<file path="config.mk">
export PLATFORM = sky130hd
export DESIGN_NAME = cpu_run_ctrl_flat
export DESIGN_NICKNAME = d
export VERILOG_FILES = /design/src/rtl/cpu_run_ctrl_if.sv /design/src/rtl/cpu_run_ctrl.sv /design/src/flat_wrapper.sv
export SDC_FILE = /design/constraint.sdc
export NUM_CORES = 1
export LEC_CHECK = 0
export ABC_AREA = 1
export BUFFER_PORTS_ARGS = -buffer_cell sky130_fd_sc_hd__buf_4
export CAP_MARGIN = 10
export CORE_AREA = 2 2 106 108
export CTS_CLUSTER_DIAMETER = 120
export CTS_CLUSTER_SIZE = 28
export DETAILED_ROUTE_END_ITERATION = 10
export DIE_AREA = 0 0 108 110
export GPL_TIMING_DRIVEN = 0
export PLACE_DENSITY_LB_ADDON = 0.25
export SLEW_MARGIN = 20
export SYNTH_ARGS = -nofsm -noshare
export SYNTH_HDL_FRONTEND = slang
export SYNTH_SLANG_ARGS = --single-unit
export TNS_END_PERCENT = 100
</file>
<file path="constraint.sdc">
create_clock -name clk -period 1.68 [get_ports clk]
set_input_delay 0.084 -clock clk [delete_from_list [all_inputs] [get_ports clk]]
set_output_delay 0.084 -clock clk [all_outputs]
set_load 0.01 [all_outputs]
</file>
<file path="src/rtl/cpu_run_ctrl_if.sv">
// Host/debug access port into the shared data memory.
// The host drives the request side; cpu_run_ctrl answers with ack and read data.
interface cpu_run_ctrl_if #(
  parameter int W = 16
);
  logic         req;
  logic         we;
  logic [W-1:0] addr;
  logic [W-1:0] wdata;
  logic         ack;
  logic [W-1:0] rdata;

  modport master (output req, we, addr, wdata, input ack, rdata);
  modport slave  (input req, we, addr, wdata, output ack, rdata);
endinterface

</file>
<file path="src/rtl/cpu_run_ctrl.sv">
// Run/step/halt sequencer for cpu_core plus data-memory arbiter between the
// core and the host port. The host steals single cycles while the CPU runs;
// during a steal the core is stalled by dropping cpu_run_en.
//
// state | meaning
// RESET | cpu_rst held for RST_CYCLES cycles, commands ignored, no host grant
// IDLE  | core paused, waiting for run/step
// RUN   | core free-running, watchdog counting
// STEP  | exactly one instruction executed, then IDLE (or HALT)
// HALT  | HALT opcode or watchdog expiry; only cmd_cpu_reset leaves
module cpu_run_ctrl #(
  parameter int         IA_W       = 12,
  parameter int         W          = 16,
  parameter int         CW         = 32,
  parameter int         RST_CYCLES = 2,
  parameter int         MAX_RUN    = 0,
  parameter logic [3:0] HALT_OP    = 4'h0
) (
  input  logic          clk,
  input  logic          rst,
  input  logic          cmd_run,
  input  logic          cmd_step,
  input  logic          cmd_stop,
  input  logic          cmd_cpu_reset,
  input  logic [W-1:0]  cpu_instr,
  output logic          cpu_rst,
  output logic          cpu_run_en,
  input  logic [W-1:0]  cpu_mem_addr,
  input  logic [W-1:0]  cpu_mem_wdata,
  input  logic          cpu_mem_we,
  input  logic          cpu_mem_re,
  output logic [W-1:0]  cpu_mem_rdata,
  cpu_run_ctrl_if.slave host,
  output logic [W-1:0]  dmem_addr,
  output logic [W-1:0]  dmem_wdata,
  output logic          dmem_we,
  output logic          dmem_re,
  input  logic [W-1:0]  dmem_rdata,
  output logic [2:0]    state,
  output logic          timeout,
  output logic [CW-1:0] instr_count
);

  typedef enum logic [2:0] {
    S_RESET = 3'd0,
    S_IDLE  = 3'd1,
    S_RUN   = 3'd2,
    S_STEP  = 3'd3,
    S_HALT  = 3'd4
  } state_t;

  localparam int RCW = (RST_CYCLES > 1) ? $clog2(RST_CYCLES) : 1;
  localparam logic [RCW-1:0] RST_LAST = RCW'(RST_CYCLES - 1);
  localparam int WDW = (MAX_RUN > 0) ? $clog2(MAX_RUN + 1) : 1;
  localparam logic [WDW-1:0] WD_LIMIT = WDW'(MAX_RUN);

  state_t         st;
  logic [RCW-1:0] rst_cnt;
  logic [WDW-1:0] wd;
  logic [WDW-1:0] wd_inc;
  logic           wd_hit;
  logic           grant;
  logic           is_halt_op;
  logic           retire;
  logic [CW-1:0]  cnt_inc;

  // Address/immediate field of the instruction is the core's business, not ours.
  wire unused_instr_bits = ^cpu_instr[IA_W-1:0];

  assign state         = st;
  assign cpu_mem_rdata = dmem_rdata;

  // Arbitration, stall and retire decode; a host grant is refused in the
  // cycle right after an ack so a held request gets every 2nd cycle at most.
  always_comb begin
    is_halt_op = (cpu_instr[15:12] == HALT_OP);
    grant      = host.req & ~host.ack &
                 ((st == S_IDLE) | (st == S_RUN) | (st == S_HALT));
    cpu_run_en = ((st == S_RUN) & ~grant) | (st == S_STEP);
    retire     = cpu_run_en & ~is_halt_op;
    cnt_inc    = (instr_count == '1) ? instr_count : instr_count + 1'b1;
    wd_inc     = wd + 1'b1;
    wd_hit     = (MAX_RUN != 0) && (wd_inc == WD_LIMIT);
  end

  // Data-memory mux: host wins the port in a grant cycle, otherwise the core
  // owns it but its strobes only count while it is actually executing.
  always_comb begin
    if (grant) begin
      dmem_addr  = host.addr;
      dmem_wdata = host.wdata;
      dmem_we    = host.we;
      dmem_re    = ~host.we;
    end else begin
      dmem_addr  = cpu_mem_addr;
      dmem_wdata = cpu_mem_wdata;
      dmem_we    = cpu_mem_we & cpu_run_en;
      dmem_re    = cpu_mem_re & cpu_run_en;
    end
  end

  // Sequencer FSM with registered cpu_rst, watchdog, timeout flag and retire counter.
  always_ff @(posedge clk or posedge rst) begin
    if (rst) begin
      st          <= S_RESET;
      rst_cnt     <= '0;
      cpu_rst     <= 1'b1;
      wd          <= '0;
      timeout     <= 1'b0;
      instr_count <= '0;
    end else begin
      if (retire) instr_count <= cnt_inc;
      case (st)
        S_RESET: begin
          if (rst_cnt == RST_LAST) begin
            st      <= S_IDLE;
            cpu_rst <= 1'b0;
          end else begin
            rst_cnt <= rst_cnt + 1'b1;
          end
        end
        S_IDLE, S_RUN, S_HALT: begin
          if (cmd_cpu_reset) begin
            st          <= S_RESET;
            cpu_rst     <= 1'b1;
            rst_cnt     <= '0;
            wd          <= '0;
            timeout     <= 1'b0;
            instr_count <= '0;
          end else if (st == S_IDLE) begin
            if (cmd_stop) begin
              st <= S_IDLE;
            end else if (cmd_step) begin
              st <= S_STEP;
            end else if (cmd_run) begin
              st <= S_RUN;
              wd <= '0;
            end
          end else if (st == S_RUN) begin
            if (cmd_stop) begin
              st <= S_IDLE;
            end else if (cpu_run_en && is_halt_op) begin
              st <= S_HALT;
            end else begin
              wd <= wd_inc;
              if (wd_hit) begin
                st      <= S_HALT;
                timeout <= 1'b1;
              end
            end
          end
        end
        S_STEP: st <= is_halt_op ? S_HALT : S_IDLE;
        default: begin
          st      <= S_RESET;
          cpu_rst <= 1'b1;
          rst_cnt <= '0;
        end
      endcase
    end
  end

  // Host completion: ack and captured read data one cycle after the grant.
  always_ff @(posedge clk or posedge rst) begin
    if (rst) begin
      host.ack   <= 1'b0;
      host.rdata <= '0;
    end else begin
      host.ack <= grant;
      if (grant) host.rdata <= dmem_rdata;
    end
  end

endmodule

</file>
<file path="src/flat_wrapper.sv">
// flat-port wrapper written by rule: the top's interface ports become plain ports
module cpu_run_ctrl_flat 
#(
  parameter int         IA_W       = 12,
  parameter int         W          = 16,
  parameter int         CW         = 32,
  parameter int         RST_CYCLES = 2,
  parameter int         MAX_RUN    = 0,
  parameter logic [3:0] HALT_OP    = 4'h0
)
  (clk, rst, cmd_run, cmd_step, cmd_stop, cmd_cpu_reset, cpu_instr, cpu_rst, cpu_run_en, cpu_mem_addr, cpu_mem_wdata, cpu_mem_we, cpu_mem_re, cpu_mem_rdata, dmem_addr, dmem_wdata, dmem_we, dmem_re, dmem_rdata, state, timeout, instr_count, host_req, host_we, host_addr, host_wdata, host_ack, host_rdata);
  cpu_run_ctrl_if #(.W(W)) host_i ();
  input  logic clk;
  input  logic rst;
  input  logic cmd_run;
  input  logic cmd_step;
  input  logic cmd_stop;
  input  logic cmd_cpu_reset;
  input  logic [W-1:0] cpu_instr;
  output logic cpu_rst;
  output logic cpu_run_en;
  input  logic [W-1:0] cpu_mem_addr;
  input  logic [W-1:0] cpu_mem_wdata;
  input  logic cpu_mem_we;
  input  logic cpu_mem_re;
  output logic [W-1:0] cpu_mem_rdata;
  output logic [W-1:0] dmem_addr;
  output logic [W-1:0] dmem_wdata;
  output logic dmem_we;
  output logic dmem_re;
  input  logic [W-1:0] dmem_rdata;
  output logic [2:0] state;
  output logic timeout;
  output logic [CW-1:0] instr_count;
  input wire logic [$bits(host_i.req)-1:0] host_req;
  input wire logic [$bits(host_i.we)-1:0] host_we;
  input wire logic [$bits(host_i.addr)-1:0] host_addr;
  input wire logic [$bits(host_i.wdata)-1:0] host_wdata;
  output wire logic [$bits(host_i.ack)-1:0] host_ack;
  output wire logic [$bits(host_i.rdata)-1:0] host_rdata;
  assign host_i.req = host_req;
  assign host_i.we = host_we;
  assign host_i.addr = host_addr;
  assign host_i.wdata = host_wdata;
  assign host_ack = host_i.ack;
  assign host_rdata = host_i.rdata;
  cpu_run_ctrl #(.IA_W(IA_W), .W(W), .CW(CW), .RST_CYCLES(RST_CYCLES), .MAX_RUN(MAX_RUN), .HALT_OP(HALT_OP)) u_core (.clk(clk), .rst(rst), .cmd_run(cmd_run), .cmd_step(cmd_step), .cmd_stop(cmd_stop), .cmd_cpu_reset(cmd_cpu_reset), .cpu_instr(cpu_instr), .cpu_rst(cpu_rst), .cpu_run_en(cpu_run_en), .cpu_mem_addr(cpu_mem_addr), .cpu_mem_wdata(cpu_mem_wdata), .cpu_mem_we(cpu_mem_we), .cpu_mem_re(cpu_mem_re), .cpu_mem_rdata(cpu_mem_rdata), .host(host_i), .dmem_addr(dmem_addr), .dmem_wdata(dmem_wdata), .dmem_we(dmem_we), .dmem_re(dmem_re), .dmem_rdata(dmem_rdata), .state(state), .timeout(timeout), .instr_count(instr_count));
endmodule
</file>
Word-level counts from Yosys, hierarchy flattened
Cells that the tools add are included.

word-level totals
  output and inout port bits = 105
  input bits = 106
  bits in latches = 0
  bits in registers = 54
  ROM bits = 0
  logic and storage cells = 64
  bits in writable memories = 0
  memories kept = 0

cells by class
  bitwise logic cells = 14
  shift-type cells = 0
  reductions and logical operators = 7
  eq/ne operators = 10
  mux-type cells = 25
  add/sub/neg operators = 2
  multipliers = 0
  divide/modulo/power cells = 0
  magnitude comparators = 0

operators by type and width
  cell                                                              number
  32-bit two-way mux                                                4
  32-bit by 1-bit adder with 32-bit output (second input constant)  1
  32-bit == test (second input constant)                            1
  16-bit two-way mux                                                2
  3-bit two-way mux                                                 10
  3-bit case mux with 3 select lines                                1
  1-bit bitwise AND                                                 6
  3-bit by 2-bit == test with 1-bit output (second input constant)  2
  1-bit two-way mux                                                 6
  6-bit != test (second input constant)                             1
  1-bit case mux with 3 select lines                                2
  5-bit by 3-bit != test with 1-bit output (second input constant)  1
  1-bit inverter                                                    5
  4-bit logical NOT                                                 1
  4-bit by 2-bit != test with 1-bit output (second input constant)  1
  4-bit AND reduction                                               1
  3-bit by 1-bit == test with 1-bit output (second input constant)  1
  3-bit == test (second input constant)                             1
  3-bit logical NOT                                                 1
  1-bit bitwise OR                                                  3
  3-bit AND reduction                                               1
  3-bit OR reduction                                                1
  2-bit by 1-bit != test with 1-bit output (second input constant)  1
  2-bit != test (second input constant)                             1
  other kinds (3)                                                   3

Logic depth before layout (Yosys ltp)
  word-level depth = 14
  mapped depth = 13
  gate-level depth less buffers = 12

Worst setup path before layout
OpenSTA, ideal clock, no wires.

  path type = register -> register
  start = register u_core.instr_count[0]
  end = register u_core.instr_count[16]
  library setup time = 117 ps
  period minus slack after synthesis = 1741 ps
  path slack = -61 ps
  arrival = 1625 ps
  cell stages (with the launch flop) = 14
  path buffers = 1
  required time = 1563 ps
  cells stage by stage = dfrtp_1 ha_1 nand2_1 nor2_4 nand2_4 nor2_8 nand3_2 nand2_4 inv_2 buf_6 nand2_2 nand2_1 nand2_1 nor2_1

between the ends
  cells in the longest elaborated chain, start to end = 5
  elaborated cells between the ends (all ways) = 6
  classes of those cells = add/sub: 1; eq/ne: 1; mux: 4

ends and longest elaborated chain
  element                                                                     line                 source
  start: declaration                                                          cpu_run_ctrl.sv:41   output logic [CW-1:0] instr_count
  start signal: assignment                                                    cpu_run_ctrl.sv:112  if (retire) instr_count <= cnt_inc;
  32-bit by 1-bit adder with 32-bit output or 32-bit == test (tied branches)  cpu_run_ctrl.sv:81   cnt_inc = (instr_count == '1) ? instr_count : instr_count + 1'b1;
  32-bit two-way mux (*)                                                      cpu_run_ctrl.sv:81
  32-bit two-way mux (*)                                                      cpu_run_ctrl.sv:112
  32-bit two-way mux                                                          cpu_run_ctrl.sv:123  if (cmd_cpu_reset) begin
  32-bit two-way mux (*)                                                      cpu_run_ctrl.sv:113  case (st)

Mark *: on every way between the ends. The rest lies on a longest branch, timed or not.
A chain may end at the register's enable or synchronous reset.

Worst setup path after layout
  start = register u_core.st[2], in the netlist u_core.state[2]
  end = output port dmem_addr[1]

between the ends
  cells in the longest elaborated chain, start to end = 5
  elaborated cells between the ends (all ways) = 7
  classes of those cells = eq/ne: 3; mux: 1; bitwise: 3

ends and longest elaborated chain
  element                                                                                               line                 source
  start: declaration                                                                                    cpu_run_ctrl.sv:57   state_t st;
  start signal: assignment                                                                              cpu_run_ctrl.sv:153  S_STEP: st <= is_halt_op ? S_HALT : S_IDLE;
  3-bit by 1-bit == test with 1-bit output or 3-bit by 2-bit == test with 1-bit output (tied branches)  cpu_run_ctrl.sv:78   ((st == S_IDLE) | (st == S_RUN) | (st == S_HALT));
  1-bit bitwise OR                                                                                      cpu_run_ctrl.sv:78
  1-bit bitwise OR (*)                                                                                  cpu_run_ctrl.sv:78
  1-bit bitwise AND (*)                                                                                 cpu_run_ctrl.sv:77   grant = host.req & ~host.ack &
  16-bit two-way mux (*)                                                                                cpu_run_ctrl.sv:89   if (grant) begin
  end: declaration                                                                                      flat_wrapper.sv:27   output logic [W-1:0] dmem_addr;

Marks and branches as above.

==> metrics.txt <==
# TYPE chip_impl_metric gauge
chip_impl_info{name="post-synth-top-count-cell",value="sky130_fd_sc_hd__nand2_1"} 1
chip_impl_metric{name="drt_first_iter_violations",unit=""} 292
chip_impl_metric{name="number_of_global_route_vias_before_repair",unit=""} 4811
chip_impl_metric{name="leakage_power_of_the_design",unit="nW"} 3.62
chip_impl_info{name="cts_tree",value="done"} 1
chip_impl_metric{name="cp_data_arrival_time",unit="ns"} 1.72
chip_impl_metric{name="fp.coreArea",unit="um^2"} 10700
chip_impl_metric{name="synth_warnings",unit=""} 0
chip_impl_metric{name="maxSlewHeadroom",unit="%"} 54.0
chip_impl_info{name="crit_chain",value="nor2_4 > nand2_2 > nand3_2 > nand2_4 > inv_6 > clkbuf_8 > nand2_1 > nand2_2 > buf_6"} 1
chip_impl_info{name="yosys-top-cells-area",value="sky130_fd_sc_hd__dfrtp_1 (36%), sky130_fd_sc_hd__nand2_1 (26%), sky130_fd_sc_hd__nor2_1 (8.2%)"} 1
chip_impl_metric{name="cts_clock_pin_slew_for_the_worst_setup_and_hold_paths",unit="ns"} 0.11
chip_impl_metric{name="initial_core_util",unit="%"} 34.7
chip_impl_info{name="synth_commonest_cells",value="sky130_fd_sc_hd__nand2_1 (260), sky130_fd_sc_hd__nor2_1 (81), sky130_fd_sc_hd__inv_1 (59)"} 1
chip_impl_metric{name="syn_area",unit="um^2"} 3710
chip_impl_metric{name="route.vias.total",unit=""} 4860
chip_impl_metric{name="detail-route-antenna-nets",unit=""} 0
chip_impl_metric{name="ys_types",unit=""} 33
chip_impl_metric{name="critical_path_required",unit="ns"} 1.60
chip_impl_metric{name="drt_pass1_iterations",unit=""} 4
chip_impl_info{name="start_kind",value="register"} 1
chip_impl_info{name="crit_type",value="reg2out"} 1
chip_impl_metric{name="finalCritPeriodShare",unit="%"} 107
chip_impl_info{name="top_family_by_delay_on_critical_path",value="simple AND/OR/NAND/NOR gates"} 1
chip_impl_info{name="result_of_the_run",value="finished with violations"} 1
chip_impl_metric{name="timing_max_transition_violations_final",unit=""} 0
chip_impl_metric{name="die_w",unit="um"} 108
chip_impl_metric{name="antenna_found_initial",unit=""} 0
chip_impl_metric{name="num_cts_buffers",unit=""} 5
chip_impl_metric{name="clk_buf_depth",unit=""} 2
chip_impl_info{name="grt_setup_unrepaired",value="true"} 1
chip_impl_metric{name="hpwl",unit="mm"} 9.94
chip_impl_metric{name="io_buffers",unit=""} 197
chip_impl_metric{name="rows",unit=""} 38
chip_impl_metric{name="worstPathBufferInverterCount",unit=""} 3
chip_impl_metric{name="timing.max_cap.violations",unit=""} 0
chip_impl_metric{name="finalSetupViolations",unit=""} 52
chip_impl_metric{name="drive_above_1_share",unit="%"} 49.4
chip_impl_metric{name="yosysSeqAreaShare",unit="%"} 36.4
chip_impl_info{name="timing.critical_path.mode_cell",value="sky130_fd_sc_hd__nand2_2"} 1
chip_impl_info{name="hold_class",value="in2reg"} 1
chip_impl_metric{name="power_per_cell_area",unit="nW/um^2"} 1230
chip_impl_metric{name="ys_ff_latch",unit=""} 54
chip_impl_info{name="ys_flop_type",value="sky130_fd_sc_hd__dfrtp_1"} 1
chip_impl_metric{name="finalNetCount",unit=""} 972
chip_impl_metric{name="hold_viol_final",unit=""} 0
chip_impl_info{name="synth_top_area_cell",value="sky130_fd_sc_hd__dfrtp_1"} 1
chip_impl_metric{name="fmax",unit="MHz"} 556
chip_impl_metric{name="areaGrowthSynthToFinish",unit="%"} 83.6
chip_impl_metric{name="number_of_standard_cells_after_synthesis",unit=""} 591
chip_impl_metric{name="peakVddDrop",unit="mV"} 0.784
chip_impl_metric{name="syn_area_per_cell",unit="um^2"} 6.28
chip_impl_metric{name="final.setup.worst_slack",unit="ns"} -0.119
chip_impl_metric{name="final.min_clock_period",unit="ns"} 1.80
chip_impl_metric{name="grt_start_max_net_pins",unit=""} 55
chip_impl_metric{name="detail_route.vias_per_cell",unit=""} 4.83
chip_impl_metric{name="diodes",unit=""} 0
chip_impl_metric{name="grt_overflow_total",unit=""} 0
chip_impl_metric{name="path_max_fanout",unit=""} 10
chip_impl_metric{name="total_wirelength_of_the_detailed_routed_design",unit="mm"} 15.0
chip_impl_metric{name="die-area",unit="um^2"} 11900
chip_impl_metric{name="cts-htree-levels",unit=""} 2
chip_impl_metric{name="grt.total_usage",unit="%"} 23.1
chip_impl_metric{name="layoutNonFillerInstCount",unit=""} 1006
chip_impl_metric{name="clk-insertion-delay-late",unit="ns"} 0.31
chip_impl_metric{name="gp_routability_congestion",unit=""} 0.923
chip_impl_metric{name="remaining_drc_errors",unit=""} 0
chip_impl_info{name="cp_slowest_cell",value="sky130_fd_sc_hd__dfrtp_2"} 1
chip_impl_metric{name="synth_async_sr_flop_share",unit="%"} 100
chip_impl_metric{name="fp.dieH",unit="um"} 110
chip_impl_info{name="violations",value="negative setup slack"} 1
chip_impl_metric{name="slowest_delay",unit="ns"} 0.46
chip_impl_metric{name="wl_per_cell",unit="um"} 14.9
chip_impl_info{name="endpoint_kind",value="primary output"} 1
chip_impl_metric{name="dp_cells",unit=""} 928
chip_impl_metric{name="net_count_after_synthesis",unit=""} 698
chip_impl_metric{name="grt_first_pass_wirelength",unit="mm"} 21.9
chip_impl_metric{name="pin_count",unit=""} 211
chip_impl_metric{name="number_of_synthesized_flops_with_an_enable_pin",unit=""} 0
chip_impl_metric{name="numClockSinks",unit=""} 54
chip_impl_metric{name="postLayoutCoreUtil",unit="%"} 63.7
chip_impl_metric{name="transition_time_of_the_tightest_slew_check_pin",unit="ns"} 0.690
chip_impl_info{name="clk_root_buffer_cell",value="sky130_fd_sc_hd__clkbuf_8"} 1
chip_impl_metric{name="finClkSkew",unit="ns"} 0.0166
chip_impl_metric{name="synth.top_cell.area_share",unit="%"} 35.7
==> report_power, final <==
group	total, mW	internal [mW]	switching [mW]	leakage [nW]
combinational	5.79	2.88	2.91	2.86
sequential	1.78	1.59	0.189	0.706
clock	0.793	0.333	0.460	0.0472
==> area by class of cell <==
cell class,instances,area [um^2]
inverter,63,249
fill,875,3880
timing repair buffer,266,2230
clock inverter,2,12.5
sequential,54,1360
clock buffer,6,82.6
multi-input combinational,442,2370
tap,140,175
buffer,33,335
==> metrics by stage <==
step                TNS, ns  hold slack [ns]  worst slack (ns)  total power, mW  instance area [um^2]
finish                -3.82           0.0612            -0.119             8.37                  6820
global route         -10.04           0.0713            -0.225             8.90                  6820
global placement     -36.53            0.293            -0.509             5.45                  5380
floorplan            -0.301            0.191           -0.0512             3.77                  3730
detailed placement   -10.80            0.252            -0.290             5.49                  5380
CTS                   -3.08           0.0615            -0.111             7.57                  6320
==> what timing repair did <==
item | 4_1_cts | 5_1_grt
resized for setup | 96 | 142
endpoints found under the setup margin | 82 | 69
hold endpoints to repair | 71 | 0
pin swaps | 21 | 71
hold buffers | 18 | 0
cloned | 5 | 2
setup buffers | 37 | 10
==> logic make-up after synthesis <==
logic type	count (synthesis)	share of synthesized area (%)
AO/OA/AOI/OAI	31	4.85
AND/OR/NAND/NOR	403	45.0
XOR/XNOR	5	1.18
buffers and inverters	96	12.1
flip-flops	54	36.4
adder cells (fa/ha/maj)	1	0.337
other	1	0.101
==> state kept, by name, indices dropped and copies added, names as in the netlist <==
signal and flops:
u_core.state 3, u_core.instr_count 32, u_core.rst_cnt 1, u_core.host.rdata 16
u_core.host.ack 1, u_core.cpu_rst 1
==> path summary, 6_finish.rpt <==
kind | startpoint | endpoint | slack [ns] | depth (start not counted)
min in group asynchronous | rst | u_core.state[1] | 0.41 | 3
max reg2reg | u_core.instr_count[1] | u_core.instr_count[12] | -0.09 | 12
min | cmd_stop | u_core.state[1] | 0.06 | 4
max in group asynchronous | rst | u_core.instr_count[22] | 0.75 | 3
max | u_core.state[2] | dmem_addr[1] | -0.12 | 9
min reg2reg | u_core.rst_cnt | u_core.rst_cnt | 0.49 | 2
==> placed cells by master (no fill, tap or decap), types with 8 or more instances in the layout <==
cell type / instances
sky130_fd_sc_hd__dfrtp_2: 8
sky130_fd_sc_hd__nand3_1: 17
sky130_fd_sc_hd__dfrtp_1: 45
sky130_fd_sc_hd__buf_4: 223
sky130_fd_sc_hd__nand2_2: 59
sky130_fd_sc_hd__nand2_1: 187
sky130_fd_sc_hd__nor2_2: 17
sky130_fd_sc_hd__nand2_4: 17
sky130_fd_sc_hd__buf_6: 46
sky130_fd_sc_hd__nand4_1: 13
sky130_fd_sc_hd__dlygate4sd3_1: 18
sky130_fd_sc_hd__nor3_1: 10
sky130_fd_sc_hd__nor2_4: 11
sky130_fd_sc_hd__inv_1: 55
sky130_fd_sc_hd__nor2_1: 58
==> worst reg2reg max path: cells and delay by family, from the launching register on <==
kind / cells / cell delay (ns)
flops: 1 / 0.38
fa+ha+maj: 1 / 0.22
simple gates: 9 / 0.95
buf+inv: 2 / 0.18
==> routing by layer <==
metal  track usage [%]  wire, um
met3              4.53       892
met4              10.1       582
met5                 0         0
met2              44.6      7960
met1              24.3      5550
Power figures use the tool's default switching activity.
